===== src/rtl/cache_fill_if.sv =====
// cache_fill_if: cache-miss, memory-read and array-write signals of one
// cache_fill_fsm instance. The slave modport is the controller's view; the
// master modport is the view of the cache/memory side that drives it.
// Optional feature macro: CACHE_FILL_ERR_CHECK_EN adds the sticky fill_error.
interface cache_fill_if;
    logic        miss_detected;
    logic [15:0] miss_address;
    logic        memory_data_valid;
    logic        fsm_busy;
    logic        memory_read;
    logic [15:0] memory_address;
    logic        write_data_array;
    logic [15:0] write_word_addr;
    logic        write_tag_array;
`ifdef CACHE_FILL_ERR_CHECK_EN
    logic        fill_error;

    modport slave (
        input  miss_detected, miss_address, memory_data_valid,
        output fsm_busy, memory_read, memory_address,
        output write_data_array, write_word_addr, write_tag_array, fill_error
    );
    modport master (
        output miss_detected, miss_address, memory_data_valid,
        input  fsm_busy, memory_read, memory_address,
        input  write_data_array, write_word_addr, write_tag_array, fill_error
    );
`else
    modport slave (
        input  miss_detected, miss_address, memory_data_valid,
        output fsm_busy, memory_read, memory_address,
        output write_data_array, write_word_addr, write_tag_array
    );
    modport master (
        output miss_detected, miss_address, memory_data_valid,
        input  fsm_busy, memory_read, memory_address,
        input  write_data_array, write_word_addr, write_tag_array
    );
`endif
endinterface


===== src/rtl/cache_fill_fsm.sv =====
// cache_fill_fsm: line-fill controller for one L1 cache. On a miss it issues
// WORDS back-to-back word reads to pipelined memory, writes each returning
// beat into the data array in order, and writes the tag with the last beat.
// Issued and received words are counted separately, so any memory latency
// and any gaps between beats are tolerated.
// Optional feature macro: CACHE_FILL_ERR_CHECK_EN (sticky fill_error on a
// beat that has no outstanding request).
module cache_fill_fsm #(
    parameter int WORDS = 8
) (
    input  logic        clk,
    input  logic        rst_n,
    cache_fill_if.slave bus
);
    localparam int              CW        = $clog2(WORDS) + 1;
    localparam logic [CW-1:0]   WORDS_C   = CW'(WORDS);
    localparam logic [CW-1:0]   LAST_C    = CW'(WORDS - 1);
    localparam logic [CW-1:0]   ONE_C     = CW'(1);
    localparam logic [CW-1:0]   ZERO_C    = CW'(0);
    localparam logic [15:0]     LINE_MASK = 16'(2 * WORDS - 1);

    typedef enum logic {
        S_IDLE = 1'b0,
        S_FILL = 1'b1
    } state_t;

    state_t        r_state;
    state_t        w_state_nxt;
    logic [15:0]   r_base;
    logic [15:0]   w_base_nxt;
    logic [CW-1:0] r_issue_cnt;
    logic [CW-1:0] w_issue_nxt;
    logic [CW-1:0] r_rx_cnt;
    logic [CW-1:0] w_rx_nxt;

    logic          w_busy;
    logic          w_read;
    logic [15:0]   w_maddr;
    logic          w_wr;
    logic [15:0]   w_waddr;
    logic          w_tag;

    // Word counts converted to byte offsets within the line (16-bit words).
    logic [15:0]   w_issue_ofs;
    logic [15:0]   w_rx_ofs;
    assign w_issue_ofs = {{(15 - CW){1'b0}}, r_issue_cnt, 1'b0};
    assign w_rx_ofs    = {{(15 - CW){1'b0}}, r_rx_cnt, 1'b0};

    // State, line base and the two word counters.
    always_ff @(posedge clk or negedge rst_n) begin
        if (!rst_n) begin
            r_state     <= S_IDLE;
            r_base      <= 16'h0000;
            r_issue_cnt <= ZERO_C;
            r_rx_cnt    <= ZERO_C;
        end else begin
            r_state     <= w_state_nxt;
            r_base      <= w_base_nxt;
            r_issue_cnt <= w_issue_nxt;
            r_rx_cnt    <= w_rx_nxt;
        end
    end

    // Next state, request issue and beat acceptance; strobes see only the beat input.
    always_comb begin
        w_state_nxt = r_state;
        w_base_nxt  = r_base;
        w_issue_nxt = r_issue_cnt;
        w_rx_nxt    = r_rx_cnt;
        w_busy      = 1'b0;
        w_read      = 1'b0;
        w_maddr     = 16'h0000;
        w_wr        = 1'b0;
        w_waddr     = 16'h0000;
        w_tag       = 1'b0;
        case (r_state)
            S_IDLE: begin
                if (bus.miss_detected) begin
                    w_state_nxt = S_FILL;
                    w_base_nxt  = bus.miss_address & ~LINE_MASK;
                    w_issue_nxt = ZERO_C;
                    w_rx_nxt    = ZERO_C;
                end else begin
                    w_state_nxt = S_IDLE;
                end
            end
            S_FILL: begin
                w_busy = 1'b1;
                if (r_issue_cnt < WORDS_C) begin
                    w_read      = 1'b1;
                    w_maddr     = r_base + w_issue_ofs;
                    w_issue_nxt = r_issue_cnt + ONE_C;
                end else begin
                    w_issue_nxt = r_issue_cnt;
                end
                // Only beats with an outstanding request are written.
                if (bus.memory_data_valid && (r_rx_cnt < r_issue_cnt)) begin
                    w_wr     = 1'b1;
                    w_waddr  = r_base + w_rx_ofs;
                    w_rx_nxt = r_rx_cnt + ONE_C;
                    if (r_rx_cnt == LAST_C) begin
                        w_tag       = 1'b1;
                        w_state_nxt = S_IDLE;
                    end else begin
                        w_state_nxt = S_FILL;
                    end
                end else begin
                    w_rx_nxt = r_rx_cnt;
                end
            end
            default: begin
                w_state_nxt = S_IDLE;
            end
        endcase
    end

    assign bus.fsm_busy         = w_busy;
    assign bus.memory_read      = w_read;
    assign bus.memory_address   = w_maddr;
    assign bus.write_data_array = w_wr;
    assign bus.write_word_addr  = w_waddr;
    assign bus.write_tag_array  = w_tag;

`ifdef CACHE_FILL_ERR_CHECK_EN
    logic r_fill_error;

    // Sticky flag for a beat arriving with no outstanding request, in any state.
    always_ff @(posedge clk or negedge rst_n) begin
        if (!rst_n) begin
            r_fill_error <= 1'b0;
        end else if (bus.memory_data_valid && (r_rx_cnt == r_issue_cnt)) begin
            r_fill_error <= 1'b1;
        end else begin
            r_fill_error <= r_fill_error;
        end
    end

    assign bus.fill_error = r_fill_error;
`endif
endmodule


===== src/flat_wrapper.sv =====
// flat-port wrapper written by rule: the top's interface ports become plain ports
module cache_fill_fsm_flat 
#(
    parameter int WORDS = 8
)
  (clk, rst_n, bus_miss_detected, bus_miss_address, bus_memory_data_valid, bus_fsm_busy, bus_memory_read, bus_memory_address, bus_write_data_array, bus_write_word_addr, bus_write_tag_array);
  cache_fill_if bus_i ();
  input  logic clk;
  input  logic rst_n;
  input wire logic [$bits(bus_i.miss_detected)-1:0] bus_miss_detected;
  input wire logic [$bits(bus_i.miss_address)-1:0] bus_miss_address;
  input wire logic [$bits(bus_i.memory_data_valid)-1:0] bus_memory_data_valid;
  output wire logic [$bits(bus_i.fsm_busy)-1:0] bus_fsm_busy;
  output wire logic [$bits(bus_i.memory_read)-1:0] bus_memory_read;
  output wire logic [$bits(bus_i.memory_address)-1:0] bus_memory_address;
  output wire logic [$bits(bus_i.write_data_array)-1:0] bus_write_data_array;
  output wire logic [$bits(bus_i.write_word_addr)-1:0] bus_write_word_addr;
  output wire logic [$bits(bus_i.write_tag_array)-1:0] bus_write_tag_array;
  assign bus_i.miss_detected = bus_miss_detected;
  assign bus_i.miss_address = bus_miss_address;
  assign bus_i.memory_data_valid = bus_memory_data_valid;
  assign bus_fsm_busy = bus_i.fsm_busy;
  assign bus_memory_read = bus_i.memory_read;
  assign bus_memory_address = bus_i.memory_address;
  assign bus_write_data_array = bus_i.write_data_array;
  assign bus_write_word_addr = bus_i.write_word_addr;
  assign bus_write_tag_array = bus_i.write_tag_array;
  cache_fill_fsm #(.WORDS(WORDS)) u_core (.clk(clk), .rst_n(rst_n), .bus(bus_i));
endmodule

===== config.mk =====
export PLATFORM = sky130hd
export DESIGN_NAME = cache_fill_fsm_flat
export DESIGN_NICKNAME = d
export VERILOG_FILES = /design/src/rtl/cache_fill_if.sv /design/src/rtl/cache_fill_fsm.sv /design/src/flat_wrapper.sv
export SDC_FILE = /design/constraint.sdc
export NUM_CORES = 1
export LEC_CHECK = 0
export BUFFER_PORTS_ARGS = -buffer_cell sky130_fd_sc_hd__buf_2
export CAP_MARGIN = 20
export CORE_ASPECT_RATIO = 1.25
export CORE_UTILIZATION = 29
export CTS_CLUSTER_DIAMETER = 200
export CTS_CLUSTER_SIZE = 14
export DETAILED_ROUTE_END_ITERATION = 12
export SLEW_MARGIN = 20
export SYNTH_ARGS = -nofsm -noshare
export SYNTH_HDL_FRONTEND = slang
export SYNTH_SLANG_ARGS = --single-unit

===== constraint.sdc =====
create_clock -name clk -period 2.25 [get_ports clk]
set_input_delay 0.5625 -clock clk [delete_from_list [all_inputs] [get_ports clk]]
set_output_delay 0.5625 -clock clk [all_outputs]
set_load 0.02 [all_outputs]

==> After elaboration in Yosys (flattened, before gate mapping) <==
Cells that the tools add are included.
{ "word_totals": {"register_bits": 21, "input_bits": 20, "out_inout_bits": 36, "elab_cells": 40} }
{ "classes": {"magnitude_cmp": 2, "bitwise_logic": 1, "n_eq_ne": 4, "n_addsub": 4, "mux": 21, "reduce_logical": 4} }
{ "ops": {"columns": ["cell", "n"], "rows": [
  ["16-bit 2-to-1 mux", 4],
  ["16-bit by 5-bit adder with 16-bit output", 2],
  ["4-bit one-hot mux with 2 select lines", 2],
  ["4-bit 2-to-1 mux", 3],
  ["1-bit 2-to-1 mux", 11],
  ["4-bit by 1-bit adder with 4-bit output (second input constant)", 2],
  ["2-bit inequality test (second input constant)", 3],
  ["2-bit AND reduction", 3],
  ["4-bit by 3-bit equality test with 1-bit output (second input constant)", 1],
  ["4-bit less-than comparator", 1],
  ["4-bit less-than comparator (second input constant)", 1],
  ["1-bit one-hot mux with 2 select lines", 1],
  ["1-bit logical AND", 1],
  ["1-bit NOT", 1]
]} }

==> Depth between registers and ports, before layout <==
{ "logic_depth": {"ltp_word": 4, "ltp_mapped": 8, "ltp_nobuf": 7} }

==> Least setup slack after synthesis <==
OpenSTA, ideal clock, no wires.
{ "synth_timing": {"path_kind": "register -> output", "startpoint": "register u_core.r_rx_cnt[3]", "endpoint": "output port bus_write_word_addr[10]", "t_arrival_ns": 1.712, "path_slack_ns": -0.024, "t_required_ns": 1.688, "stages_incl_launch_ff": 8, "path_buffers": 2, "path_cell_list": "dfrtp_1 ha_1 nand2_1 nand4b_1 or2_1 buf_6 buf_6 nor2_1"} }
{ "synth_between": {"elab_chain_len": 4, "elab_cells_between_ends": 5, "cone_classes": "1 x add/sub; 1 x order compare; 2 x mux; 1 x reduce/logical"} }
{ "synth_lines": {"columns": ["element", "line_no", "rtl"], "rows": [
  ["from (decl)", "cache_fill_fsm.sv:33", "logic [CW-1:0] r_rx_cnt;"],
  ["from (signal assigned)", "cache_fill_fsm.sv:60", "r_rx_cnt <= w_rx_nxt;"],
  ["parallel branches: the longest is 2 deep, another holds 16-bit by 5-bit adder with 16-bit output", null, null],
  ["16-bit 2-to-1 mux *", "cache_fill_fsm.sv:97", "if (bus.memory_data_valid && (r_rx_cnt < r_issue_cnt)) begin"],
  ["16-bit 2-to-1 mux *", "cache_fill_fsm.sv:76", "case (r_state)"],
  ["to (decl)", "flat_wrapper.sv:17", "output wire logic [$bits(bus_i.write_word_addr)-1:0] bus_write_word_addr;"]
]} }
Mark *: on every way between the ends.

==> Worst setup path in the final report <==
{ "layout_timing": {"startpoint": "register u_core.r_issue_cnt[3]", "endpoint": "output port bus_write_word_addr[6]"} }
{ "layout_between": {"elab_chain_len": 4} }
{ "layout_lines": {"columns": ["element", "line_no", "rtl"], "rows": [
  ["from (decl)", "cache_fill_fsm.sv:31", "logic [CW-1:0] r_issue_cnt;"],
  ["from (signal assigned)", "cache_fill_fsm.sv:59", "r_issue_cnt <= w_issue_nxt;"],
  ["4-bit less-than comparator", "cache_fill_fsm.sv:97", null],
  ["1-bit logical AND", "cache_fill_fsm.sv:97", null],
  ["16-bit 2-to-1 mux", "cache_fill_fsm.sv:97", null],
  ["16-bit 2-to-1 mux", "cache_fill_fsm.sv:76", null]
]} }
Every way passes these cells.

==> impl_metrics.yaml <==
power_and_ir_drop:
  peakVddDrop_mv: 0.6819
  power_w: 0.002898
  power_frac_clock_pct: 8.6
  p_int_w: 0.001592
  p_sw_share_pct: 45.07
  seqPwrFrac_pct: 26.4
  power_switching_w: 0.001306
  p_per_area_nw_per_um2: 1455
  combPwrFrac_pct: 65.0
  leakage_nw: 0.9951
setup_path:
  path_class: "reg2out"
  r2r-start: "u_core.r_issue_cnt[3]"
  endpoint: "bus_write_word_addr[6]"
  worstPathCellList: "inv_1, ha_1, nand2_1, nand4b_1, or2_4, buf_6, nor2_2, buf_6"
  r2r_slack_ps: 530
  crit_top_cell: "buf_6"
  reg2reg_depth: 7
  cp.required_ps: 1690
  cp.buffers_inverters: 3
  cp_max_fo: 5
  rr_endpoint: "u_core.r_rx_cnt[2]"
  critPathLaunch: "u_core.r_issue_cnt[3]"
  slowest_delay_ps: 370
  worst_setup_path_end_kind: "output pin"
  start_kind: "flop"
  critPathArrivalTime_ps: 1880
  critPathSlowestCell: "dfrtp_1"
  critPathTopFamily: "simple AND/OR/NAND/NOR gates"
  worst-path-stages: 8
synthesis:
  synth_enable_flop_cells: 0
  synth.mux.area_fraction_pct: 1.550
  synth.area.top_cells: "dfrtp_1, nand2_1, and2_1"
  synth_top_area_share_pct: 38.29
  synth_compound_area_share_pct: 5.743
  yosysSeqAreaShare_pct: 38.29
  yosys_register_bits: 21
  postSynthCellCount: 165
  yosys_warnings: 0
  synthAdderAreaFrac_pct: 6.381
  avgSynthCellArea_um2: 8.319
  yosysMostFrequentCell: "nand2_1"
  synthSimpleGateAreaFrac_pct: 34.91
  synth_top_family_by_area: "simple AND/OR/NAND/NOR gates"
  ys.flop_type: "dfrtp_1"
  ys_types: 32
  synth_common_cells: "nand2_1, and2_1, dfrtp_1"
  synth-xor-area-share_pct: 7.019
  synth_area_um2: 1373
  synth_top_area_cell: "dfrtp_1"
  synthArstFlopShare_pct: 100.0
global_route:
  gr-usage-all-layers_pct: 14.74
  grt_pass1_wl_mm: 5.664
  grt_overflow: 0
  grt_pass1_vias: 1202
  grt_util_met2_pct: 26.70
  grt_busiest_layer: "met2"
  use_met3_pct: 1.724
  grt_max_degree: 22
  antenna_found_initial: 0
  grt_use_met1_pct: 16.96
timing:
  final.period_utilization_pct: 108.4
  skew_ps: 2.585
  relSlewSlack_pct: 58.66
  grt_setup_unrepaired: "yes"
  worst_pin_slew_ps: 620.2
  worst_slack_ps: -188.8
  min_period_ps: 2439
  hold_viol: 0
  drv_slew: 0
  fmax_mhz: 410.0
  final-setup-viol-count: 17
  tns_ps: -2753
placed_design:
  pre_cts_slack_ps: 48.90
  place_congestion: 0.8026
  portBuffers: 49
  dp_hpwl_mm: 2.422
  dp_cells: 276
clock_network:
  cts_hold_buffers: 0
  clk_root_buffer_cell: "clkbuf_8"
  cts.clk_slew.worst_paths_ps: 70
  clock-sinks: 21
  h-tree-depth: 1
  cts_tree: "done"
  numCtsBuffers: 3
  clk_path_buf_depth: 2
  clk_latency_ps: 260
route:
  drc: 0
  viasPerCell: 4.503
  vias: 1288
  drtIter0Drc: 28
  dr.pass1.iters: 4
  routedWlPerCell_um: 12.02
  ant_nets: 0
  drt_wl_total_mm: 3.439
floorplan:
  io_pins: 56
  die_h_um: 78.92
  start_util_pct: 30.78
  die_area_um2: 5014
  die_x_um: 63.54
  core_um2: 4459
  rows: 27
flow_run:
  max_cap_violations: 0
outcome:
  status: "complete, but fails checks"
  violations: "negative setup slack"
cells_and_area:
  final_cells: 286
  fin_nets: 256
  fin_util_pct: 44.67
  n_antenna_cell: 0
  syn_to_final_growth_pct: 45.12
  drive_gt1_share_pct: 39.04
worst_hold_path:
  worstHoldPathType: "in2async"
metrics by stage:
stage / hold slack, ps / cell area, µm²
finish: 254.6 / 1992
global placement: 483.1 / 1725
floorplan: 266.9 / 1376
CTS: 271.5 / 1903
global route: 293.0 / 1992
detailed placement: 492.8 / 1725
flip-flops by register name, summed over array words and instances (netlist names):
register            cells
u_core.r_issue_cnt      4
u_core.r_base          12
u_core.r_state          1
u_core.r_rx_cnt         4
layer usage:
layer / wire (µm) / up-vias / part of all wire [%]
met3: 122 / 2 / 3.5
li1: - / 658 / -
met2: 1791 / 35 / 52
met5: 0 / - / 0
met1: 1482 / 593 / 43
met4: 42 / 0 / 1.2
kinds of logic after synthesis:
family | count (synthesis)
AOI/OAI and AO/OA | 12
xor gates and xnor gates | 11
adders and majority gates | 7
buffers and inverters | 14
DFF | 21
muxes | 2
other | 1
and+or+nand+nor | 97
cell type report:
type | count | area (µm²)
inverter | 5 | 21.27
timing repair buffer | 67 | 490.5
clock buffer | 4 | 45.04
tap | 58 | 72.57
fill | 448 | 2467
sequential | 21 | 525.5
multi-input combinational | 131 | 837.1
worst min path at each step:
| stage | from | endpoint | depth (start not counted) |
|---|---|---|---|
| after floorplan | rst_n | u_core.r_base[10] | 0 |
| after global placement | u_core.r_base[4] | u_core.r_base[4] | 2 |
| after detailed placement | u_core.r_base[4] | u_core.r_base[4] | 2 |
| after CTS | rst_n | u_core.r_issue_cnt[0] | 1 |
| after global routing | rst_n | u_core.r_rx_cnt[0] | 1 |
| final | rst_n | u_core.r_issue_cnt[0] | 1 |
power by group through the flow:
| stage | Combinational, W | Clock, W | Sequential (W) |
|---|---|---|---|
| 2_1_floorplan | 0.00103 | 0 | 0.000738 |
| 3_3_place_gp | 0.00150 | 0 | 0.000760 |
| 3_5_place_dp | 0.00151 | 0 | 0.000763 |
| 4_1_cts | 0.00176 | 0.000265 | 0.000759 |
| 5_1_grt | 0.00207 | 0.000281 | 0.000795 |
| 6_report | 0.00188 | 0.000249 | 0.000765 |
cells in the final DEF (no fill, tap or decap), drive strengths merged:
cell type / n
buf: 67
nand2: 41
and2: 21
dfrtp: 21
nor2: 13
xor2: 9
ha: 7
nand3: 5
o21ai: 5
inv: 5
nor2b: 4
clkbuf: 4
o211ai: 3
nand4: 3
nand2b: 3
and3: 2
xnor2: 2
conb: 2
and4: 2
nor3b: 1
nand4b: 1
or2: 1
a31oi: 1
mux2i: 1
mux2: 1
a22o: 1
a211oi: 1
a31o: 1
repair_timing:
action | in CTS | in global routing
setup endpoints to repair | 17 | 17
pin swaps | 8 | 3
buffers inserted | 2 | 3
cloned | 1 | 0
gates resized for setup | 39 | 17
Power figures use the tool's default switching activity.
